$ cat src/rtl/muxn_pkg.sv
// -----------------------------------------------------------------------------
// muxn_pkg
//   Shared definitions for the muxn_pipe N-way registered selector.
//   Provides the select-mode enum, the index-width helper used to size the
//   select/source ports, and the reset value of the round-robin pointer.
//   The round-robin pieces are only used when MUXN_RR_EN is defined.
// -----------------------------------------------------------------------------
package muxn_pkg;

  // How the channel index is chosen on a given cycle.
  typedef enum logic {
    MODE_EXPLICIT = 1'b0,
    MODE_RR       = 1'b1
  } sel_mode_e;

  // Index width for n channels; never below 1 so a 2-way mux still has a
  // real select bit.
  function automatic int clog2(input int n);
    int w;
    w = 1;
    while ((1 << w) < n) w++;
    return w;
  endfunction

  // The round-robin pointer parks on the last channel after reset so the
  // first scan starts at channel 0.
  function automatic int ptr_reset(input int n);
    return n - 1;
  endfunction

endpackage

$ cat src/rtl/muxn_rr_arb.sv
// -----------------------------------------------------------------------------
// muxn_rr_arb
//   Round-robin arbiter for muxn_pipe. Scans the request vector starting
//   one past the pointer (ptr+1, ptr+2, ... wrapping mod N) and reports the
//   first requesting channel. Purely combinational; the pointer register
//   lives in the top level so it only moves on a real grant.
//   The module body is compiled only when MUXN_RR_EN is defined, since it
//   has no user in the explicit-select build.
// Parameters
//   N      number of channels (N >= 2)
//   SELW   index width
// Ports
//   req      in   N     per-channel request (the channel's in_valid)
//   ptr      in   SELW  index of the most recently granted channel
//   gnt_idx  out  SELW  chosen channel (0 when nothing requests)
//   gnt_any  out  1     some channel requested
// -----------------------------------------------------------------------------
`ifdef MUXN_RR_EN
module muxn_rr_arb
  import muxn_pkg::*;
#(
  parameter int N    = 2,
  parameter int SELW = clog2(N)
) (
  input  logic [N-1:0]    req,
  input  logic [SELW-1:0] ptr,
  output logic [SELW-1:0] gnt_idx,
  output logic            gnt_any
);

  // Walk the channels once in rotating order from ptr+1; the first request
  // seen wins and later ones are ignored.
  always_comb begin
    logic [SELW-1:0] idx;
    idx     = ptr;
    gnt_idx = '0;
    gnt_any = 1'b0;
    for (int k = 0; k < N; k++) begin
      idx = (idx == SELW'(N - 1)) ? '0 : idx + 1'b1;
      if (!gnt_any && req[idx]) begin
        gnt_any = 1'b1;
        gnt_idx = idx;
      end
    end
  end

endmodule
`endif

$ cat src/rtl/muxn_pipe.sv
// -----------------------------------------------------------------------------
// muxn_pipe
//   N-way, WIDTH-bit selector with one registered output stage and
//   valid/ready handshakes on every input channel and on the output.
//   Used for writeback/forward selection where each source can stall on
//   its own. The chosen channel is either the explicit select or, when the
//   MUXN_RR_EN macro is defined and rr_mode is high, the next valid channel
//   in round-robin order. Without MUXN_RR_EN, rr_mode is ignored and no
//   pointer or arbiter is built.
// Parameters
//   WIDTH  data bits per channel
//   N      number of channels (N >= 2); SELW = clog2(N) is derived
// Ports
//   clk        in   1        rising-edge clock
//   reset      in   1        synchronous, active-high reset
//   in_data    in   N*WIDTH  channel i at [i*WIDTH +: WIDTH]
//   in_valid   in   N        channel i offers a word
//   in_ready   out  N        channel i word taken when in_valid[i] && in_ready[i]
//   sel        in   SELW     explicit channel select
//   rr_mode    in   1        round-robin select (MUXN_RR_EN builds only)
//   out_data   out  WIDTH    registered selected word
//   out_src    out  SELW     channel that supplied out_data
//   out_valid  out  1        out_data/out_src hold a word
//   out_ready  in   1        consumer takes the word when out_valid && out_ready
// -----------------------------------------------------------------------------
module muxn_pipe
  import muxn_pkg::*;
#(
  parameter  int WIDTH = 32,
  parameter  int N     = 2,
  localparam int SELW  = clog2(N)
) (
  input  logic               clk,
  input  logic               reset,
  input  logic [N*WIDTH-1:0] in_data,
  input  logic [N-1:0]       in_valid,
  output logic [N-1:0]       in_ready,
  input  logic [SELW-1:0]    sel,
  input  logic               rr_mode,
  output logic [WIDTH-1:0]   out_data,
  output logic [SELW-1:0]    out_src,
  output logic               out_valid,
  input  logic               out_ready
);

  logic             load_ok;
  logic [SELW-1:0]  choice;
  logic             choice_ok;
  logic             grant;
  logic [WIDTH-1:0] chosen_word;

`ifdef MUXN_RR_EN
  localparam logic [SELW-1:0] PTR_RST = SELW'(ptr_reset(N));

  sel_mode_e       mode;
  logic [SELW-1:0] rr_ptr;
  logic [SELW-1:0] rr_idx;
  logic            rr_any;

  assign mode = rr_mode ? MODE_RR : MODE_EXPLICIT;

  muxn_rr_arb #(
    .N    (N),
    .SELW (SELW)
  ) u_arb (
    .req     (in_valid),
    .ptr     (rr_ptr),
    .gnt_idx (rr_idx),
    .gnt_any (rr_any)
  );

  // The pointer remembers the last granted channel in either mode, so a
  // switch into round-robin continues from wherever traffic last came from.
  always_ff @(posedge clk) begin
    if (reset) begin
      rr_ptr <= PTR_RST;
    end else if (grant) begin
      rr_ptr <= choice;
    end
  end
`else
  logic unused_rr_mode;
  assign unused_rr_mode = rr_mode;
`endif

  // The register can take a new word when it is empty or its word is being
  // popped this same cycle, which keeps throughput at one word per cycle.
  assign load_ok = !out_valid || out_ready;

  // Pick the candidate channel. An explicit select past the last channel
  // (possible when N is not a power of two) names nobody.
  always_comb begin
    choice    = sel;
    choice_ok = ({1'b0, sel} < (SELW + 1)'(N));
`ifdef MUXN_RR_EN
    if (mode == MODE_RR) begin
      choice    = rr_idx;
      choice_ok = rr_any;
    end
`endif
  end

  // At most one ready bit, and none while resetting. In explicit mode the
  // ready bit is offered whether or not that channel is valid.
  always_comb begin
    in_ready = '0;
    if (!reset && load_ok && choice_ok) begin
      in_ready[choice] = 1'b1;
    end
  end

  assign grant = |(in_ready & in_valid);

  // Only the chosen lane is read, so nothing from the other channels can
  // leak into the output register.
  always_comb begin
    chosen_word = '0;
    if (choice_ok) begin
      chosen_word = in_data[choice*WIDTH +: WIDTH];
    end
  end

  // Output stage: load on grant, drop valid when the word leaves with no
  // replacement, and otherwise hold (including the stalled case).
  always_ff @(posedge clk) begin
    if (reset) begin
      out_valid <= 1'b0;
      out_data  <= '0;
      out_src   <= '0;
    end else if (grant) begin
      out_valid <= 1'b1;
      out_data  <= chosen_word;
      out_src   <= choice;
    end else if (out_ready) begin
      out_valid <= 1'b0;
    end
  end

endmodule

$ cat config.mk
export PLATFORM = sky130hd
export DESIGN_NAME = muxn_pipe
export DESIGN_NICKNAME = d
export VERILOG_FILES = /design/src/rtl/muxn_pkg.sv /design/src/rtl/muxn_rr_arb.sv /design/src/rtl/muxn_pipe.sv
export SDC_FILE = /design/constraint.sdc
export NUM_CORES = 1
export LEC_CHECK = 0
export CAP_MARGIN = 15
export CORE_ASPECT_RATIO = 0.8
export CORE_MARGIN = 10
export CORE_UTILIZATION = 40
export CTS_CLUSTER_DIAMETER = 30
export DETAILED_ROUTE_END_ITERATION = 16
export GPL_TIMING_DRIVEN = 0
export MAX_ROUTING_LAYER = met4
export PLACE_DENSITY_LB_ADDON = 0.2
export SETUP_SLACK_MARGIN = 0.05
export SLEW_MARGIN = 20
export SYNTH_ARGS = -nofsm -noshare
export SYNTH_HDL_FRONTEND = slang
export SYNTH_SLANG_ARGS = --single-unit
$ cat constraint.sdc
create_clock -name clk -period 3.5 [get_ports clk]
set_input_delay 0.525 -clock clk [delete_from_list [all_inputs] [get_ports clk]]
set_output_delay 0.525 -clock clk [all_outputs]
set_load 0.005 [all_outputs]
==> impl_metrics.ini, run 1 <==
[run_status]
status = complete, no violations

[logic_synthesis]
synth.area.top_cells = sky130_fd_sc_hd__dfxtp_1, sky130_fd_sc_hd__mux2i_1, sky130_fd_sc_hd__a311oi_1, sky130_fd_sc_hd__a31oi_1, sky130_fd_sc_hd__a311oi_2
synth.ff_latch_count = 34
syn_area_sq_um = 1792
syn-instance-count = 166
number_of_enable_flip_flop_cells_after_synthesis = 0
syn_avg_cell_area_sq_um = 10.79
ys_warn_count = 0
postSynth.asyncResetShare = 0
syn_nets = 237
ys.flop_type = sky130_fd_sc_hd__dfxtp_1
yosysTopAreaCell = sky130_fd_sc_hd__dfxtp_1
sequential_fraction_of_the_synthesis_area = 0.3799
post_synth_num_cell_types = 23
netlist.area_leader.share = 0.3799

[final_layout]
layout-drive-gt1-share = 0.1304
antenna_cells = 0
num-fill-cells = 362
multi_input_comb_area_sq_um = 925.9
syn2layout_area_growth_pct = 65.92
register_area_sq_um = 680.7
final_net_count = 347

[placement]
port_buffers = 103
final_weighted_congestion_of_routability_driven_global_placement = 0.7683
hpwl_um = 4871

[floorplanning]
num_rows = 21
floorplan.die.height_um = 79.86
io_pins = 107
die_width_um = 94.83
dieArea_sq_um = 7573
core-area_sq_um = 4257
floorplan.initialDensity = 0.4209

[detailed_routing]
ant_nets = 0
remaining_routing_drc_violations = 0
drt_iter0_drc = 77
topRoutingLayerUsed = met4
wl_met3_um = 550
via_per_inst = 5.598
dr_wl_met2_um = 2915
detail_route.wl_per_cell_um = 18.93
via_count = 1864
firstDrtPassIters = 4
wl_met1_um = 2799
wirelength_um = 6303

[timing]
clock.fmax_ghz = 0.3492
max-slew-margin-rel = 0.5463
post_layout_minimum_cycle_time_ps = 2863
setup_tns_ps = 0
finalCritPeriodShare = 0.8181
rsz_0062_raised_after_global_routing = false
timing_worst_slew_pin_value_ps = 680.5
fin_hold_ws_ps = 521.6
finalSetupViolations = 0
timing.final.max_slew_violations = 0
fin_skew_ps = 9.736
timing_hold_violations_final = 0

[global_routing]
grt_max_degree = 11
grt_pass1_wl_um = 9956
via_count_of_the_first_global_routing_pass = 1846
gr_ovfl_total = 0
antenna_violations_before_repair = 0
grt.total_usage = 0.1680

[flow_run]
drv.max_cap_violation_count = 0

[min_path]
min-delay-start = out_src$_SDFFE_PP0P_
worst_hold_path_type = flop to flop

[cts]
cts.htree.levels = 2
clk_pin_slew_ps = 70
clk-insertion-delay-late_ps = 280
clock_sinks = 34
cts-buffers-inserted = 5
cts_max_path_buffers = 2
cts_tree = yes
cts.root.buffer_cell = sky130_fd_sc_hd__clkbuf_8
post_cts.repair.setup_buffers = 0
post_cts_resize_count = 0
postCtsHoldBufs = 0

[critical_path]
timing.setup.critical_path_class = primary input to output port
max_stage_delay_ps = 500
worst_path_cell_trace = clkdlybuf4s50_1, nand2b_1, buf_2, buf_2, and3_1, clkdlybuf4s50_1
critPathCaptureType = output port
critical_path_peak_fanout = 10
setup.worst_path.start = out_ready
timing.critical_path.from_type = primary input
critical-path-slowest-cell = sky130_fd_sc_hd__clkdlybuf4s50_1
arrival_time_at_the_worst_endpoint_ps = 2340
required_time_at_the_worst_slack_endpoint_ps = 2970
rr_startpoint = out_valid$_SDFFE_PP0P_

[pwr]
irDropWorstVdd_uv = 216.4
leakage_nw = 1.096
power_per_cell_area_nw_per_um2 = 338.9
-- layer usage --
| metal | global-route usage | up-vias |
|---|---|---|
| met5 | - | - |
| li1 | - | 897 |
| met4 | 0.03134 | 0 |
| met2 | 0.2473 | 70 |
| met1 | 0.2109 | 893 |
| met3 | 0.07049 | 4 |
-- final cells by class --
type                    instances  area share
well taps                      57     0.02399
flip-flops and latches         34      0.2290
repair buffers                103      0.3468
clock inverters                 2    0.003367
inverters                       1    0.001263
plain buffers                  25     0.06103
multi-input cells             106      0.3114
clock buffers                   5     0.02315
-- cell usage after synthesis, types with 2 or more instances --
| cell type | number |
|---|---|
| sky130_fd_sc_hd__a311oi_1 | 23 |
| sky130_fd_sc_hd__a311oi_2 | 9 |
| sky130_fd_sc_hd__a31oi_1 | 32 |
| sky130_fd_sc_hd__buf_1 | 2 |
| sky130_fd_sc_hd__buf_2 | 9 |
| sky130_fd_sc_hd__buf_4 | 2 |
| sky130_fd_sc_hd__buf_6 | 4 |
| sky130_fd_sc_hd__buf_8 | 2 |
| sky130_fd_sc_hd__clkbuf_1 | 5 |
| sky130_fd_sc_hd__dfxtp_1 | 34 |
| sky130_fd_sc_hd__mux2i_1 | 32 |
-- cells by family (layout without fill, tap and decap cells) --
group	after synthesis	after routing	share of synthesized area
DFF	34	34	0.3799
muxes	33	33	0.1871
and+or+nand+nor	7	7	0.02305
AOI/OAI and AO/OA	66	66	0.3066
buffers and inverters	26	136	0.1033
-- through the flow --
stage / std cells / instance area (sq um) / util / worst slack (ps) / total power [mW]
3_5_place_dp: 326 / 2894 / 0.6799 / 674.9 / 0.7445
4_1_cts: 333 / 2973 / 0.6984 / 665.0 / 1.012
6_report: 333 / 2973 / 0.6984 / 636.6 / 1.007
2_1_floorplan: 166 / 1792 / - / 1703 / 0.5776
3_3_place_gp: 326 / 2894 / 0.6799 / 683.8 / 0.7387
5_1_grt: 333 / 2973 / 0.6984 / 538.7 / 1.059
-- flip-flops by register name, summed over array words and instances, names as in the netlist --
register	count
out_data	32
out_src	1
out_valid	1
-- report_power, final --
group | internal, mW | total [mW] | switching (mW)
registers | 0.415 | 0.430 | 0.0145
clock network | 0.133 | 0.272 | 0.138
logic | 0.185 | 0.306 | 0.121
-- placed cells by master, fill, tap and decap left out, types with 2 or more instances in the layout --
cell type / synthesis / layout
sky130_fd_sc_hd__clkinv_2: 0 / 2
sky130_fd_sc_hd__buf_4: 2 / 2
sky130_fd_sc_hd__a311oi_1: 23 / 23
sky130_fd_sc_hd__buf_6: 4 / 4
sky130_fd_sc_hd__clkbuf_1: 5 / 5
sky130_fd_sc_hd__buf_8: 2 / 2
sky130_fd_sc_hd__mux2i_1: 32 / 32
sky130_fd_sc_hd__clkbuf_8: 0 / 5
sky130_fd_sc_hd__a311oi_2: 9 / 9
sky130_fd_sc_hd__a31oi_1: 32 / 32
sky130_fd_sc_hd__buf_1: 2 / 2
sky130_fd_sc_hd__clkdlybuf4s50_1: 0 / 103
sky130_fd_sc_hd__dfxtp_1: 34 / 34
sky130_fd_sc_hd__buf_2: 9 / 9
-- final timing paths --
| path | to | slack, ps | cells past startpoint |
|---|---|---|---|
| max | in_ready[1] | 640 | 6 |
| min | out_src$_SDFFE_PP0P_ | 520 | 2 |
| max reg2reg | out_data[8]$_SDFFE_PP0P_ | 1960 | 4 |
| min reg2reg | out_src$_SDFFE_PP0P_ | 520 | 2 |
-- critical path: cells and delay by family --
family / cells / cell delay, ps
AND/OR/NAND/NOR: 2 / 340
buffers and inverters: 4 / 1460
Power figures use the tool's default switching activity.
==> inputs of run 2 (changes only) <==
Settings changed: CORE_UTILIZATION 40 to 37.
Clock period 3.5 ns to 3 ns, I/O delays scaled along.
==> impl_metrics.ini, run 2 (synthesis results as in run 1) <==
[run_status]
status = complete, no violations

[final_layout]
antenna_cells = 0
most-common-layout-cells = sky130_fd_sc_hd__clkdlybuf4s50_1, sky130_fd_sc_hd__dfxtp_1, sky130_fd_sc_hd__mux2i_1, sky130_fd_sc_hd__a31oi_1, sky130_fd_sc_hd__a311oi_1
finalCoreUtilization = 0.6431
largest_registers = out_data: 32 flops, out_src: 1 flops, out_valid: 1 flops
layout_commonest_cell = sky130_fd_sc_hd__clkdlybuf4s50_1
syn2layout_area_growth_pct = 65.99
max_ffs_per_register = 32
stdcell_area_sq_um = 2974
register_ranked_first_by_flip_flop_count = out_data
final_net_count = 347
layout-drive-gt1-share = 0.1232

[flow_run]
drv.max_cap_violation_count = 0

[critical_path]
timing.setup.critical_path_class = primary input to output port
timing.critical_path.from_type = primary input
critical_path_peak_fanout = 10
rr_startpoint = out_valid$_SDFFE_PP0P_
rrSetupSlack_ps = 1500
worst_r2r_path_depth = 4
required_time_at_the_worst_slack_endpoint_ps = 2550
critPathCaptureType = output port
regToRegEndpoint = out_data[11]$_SDFFE_PP0P_
setup_crit_end = in_ready[1]
arrival_time_at_the_worst_endpoint_ps = 2220
setup.worst_path.start = out_ready

[timing]
max-slew-margin-rel = 0.5725
setup_ws_ps = 325.8
timing.final.max_slew_violations = 0
post_layout_minimum_cycle_time_ps = 2674
clock.fmax_ghz = 0.3739
finalSetupViolations = 0
finalCritPeriodShare = 0.8914
timing_hold_violations_final = 0
rsz_0062_raised_after_global_routing = false
timing_worst_slew_pin_value_ps = 641.2
setup_tns_ps = 0
fin_skew_ps = 1.780

[pwr]
irDropWorstVdd_uv = 180.6
leakage_nw = 1.091
power_per_cell_area_nw_per_um2 = 394.7

[detailed_routing]
firstDrtPassIters = 4
detail_route.wl_per_cell_um = 18.82
drt_iter0_drc = 61
via_per_inst = 5.408
remaining_routing_drc_violations = 0
via_count = 1817
wirelength_um = 6323
ant_nets = 0

[cts]
cts_tree = yes
postCtsHoldBufs = 0
cts-buffers-inserted = 5
post_cts.repair.setup_buffers = 0
cts.root.buffer_cell = sky130_fd_sc_hd__clkbuf_8
clk-insertion-delay-late_ps = 280
cts_max_path_buffers = 2
clock_sinks = 34
clk_pin_slew_ps = 60
cts.htree.levels = 2
post_cts_resize_count = 0

[global_routing]
gr_ovfl_total = 0
antenna_violations_before_repair = 0
grt.total_usage = 0.1551
grt_pass1_wl_um = 9901
grt_max_degree = 11
via_count_of_the_first_global_routing_pass = 1952

[placement]
placement.cell_area_sq_um = 2898
final_weighted_congestion_of_routability_driven_global_placement = 0.7059
port_buffers = 103
hpwl_um = 4850
dp_worst_setup_slack_ps = 324.3

[floorplanning]
num_rows = 22
die_width_um = 97.80
core-area_sq_um = 4624
floorplan.die.height_um = 82.24
dieArea_sq_um = 8043
io_pins = 107
floorplan.initialDensity = 0.3874

[min_path]
worst_hold_path_type = flop to flop
[run 2: layout make-up]
class                   count  area, sq um
clock buffers               7        76.32
flip-flops and latches     34        680.7
inverters                   1        3.754
multi-input cells         106        925.9
repair buffers            103         1031
well taps                  60        75.07
fillers                   440         1650
plain buffers              25        181.4
[run 2: critical path, cell delays in order]
cell	delay, ps
sky130_fd_sc_hd__clkdlybuf4s50_1	470
sky130_fd_sc_hd__nand2b_1	130
sky130_fd_sc_hd__buf_2	220
sky130_fd_sc_hd__buf_2	260
sky130_fd_sc_hd__and3_1	180
sky130_fd_sc_hd__clkdlybuf4s50_1	510
[run 2: stage by stage]
| step | hold WS (ps) | std cells | total power [mW] |
|---|---|---|---|
| 4_1_cts | 522.5 | 336 | 1.185 |
| 2_1_floorplan | 497.8 | 166 | 0.6739 |
| 3_3_place_gp | 494.0 | 329 | 0.8619 |
| 5_1_grt | 571.8 | 336 | 1.236 |
| 3_5_place_dp | 514.4 | 329 | 0.8688 |
| 6_report | 518.1 | 336 | 1.174 |
[run 2: per-layer routing]
layer	part of all wire	global-route usage	up-vias
li1	-	-	896
met5	0	-	-
met2	0.45	0.2450	74
met4	0.014	0.03913	0
met1	0.49	0.1919	837
met3	0.050	0.04481	10
[run 2: worst min-delay path by stage]
stage | from | end | cells past startpoint
floorplan | out_src$_SDFFE_PP0P_ | out_src$_SDFFE_PP0P_ | 2
global placement | out_src$_SDFFE_PP0P_ | out_src$_SDFFE_PP0P_ | 2
detailed placement | out_src$_SDFFE_PP0P_ | out_src$_SDFFE_PP0P_ | 2
CTS | out_src$_SDFFE_PP0P_ | out_src$_SDFFE_PP0P_ | 2
global route | out_data[26]$_SDFFE_PP0P_ | out_data[26]$_SDFFE_PP0P_ | 2
finish | out_src$_SDFFE_PP0P_ | out_src$_SDFFE_PP0P_ | 2
[run 2: power breakdown]
group          internal (mW)  switching, mW
combinational          0.215          0.140
sequential             0.485         0.0171
clock                  0.160          0.157
total                  0.860          0.314
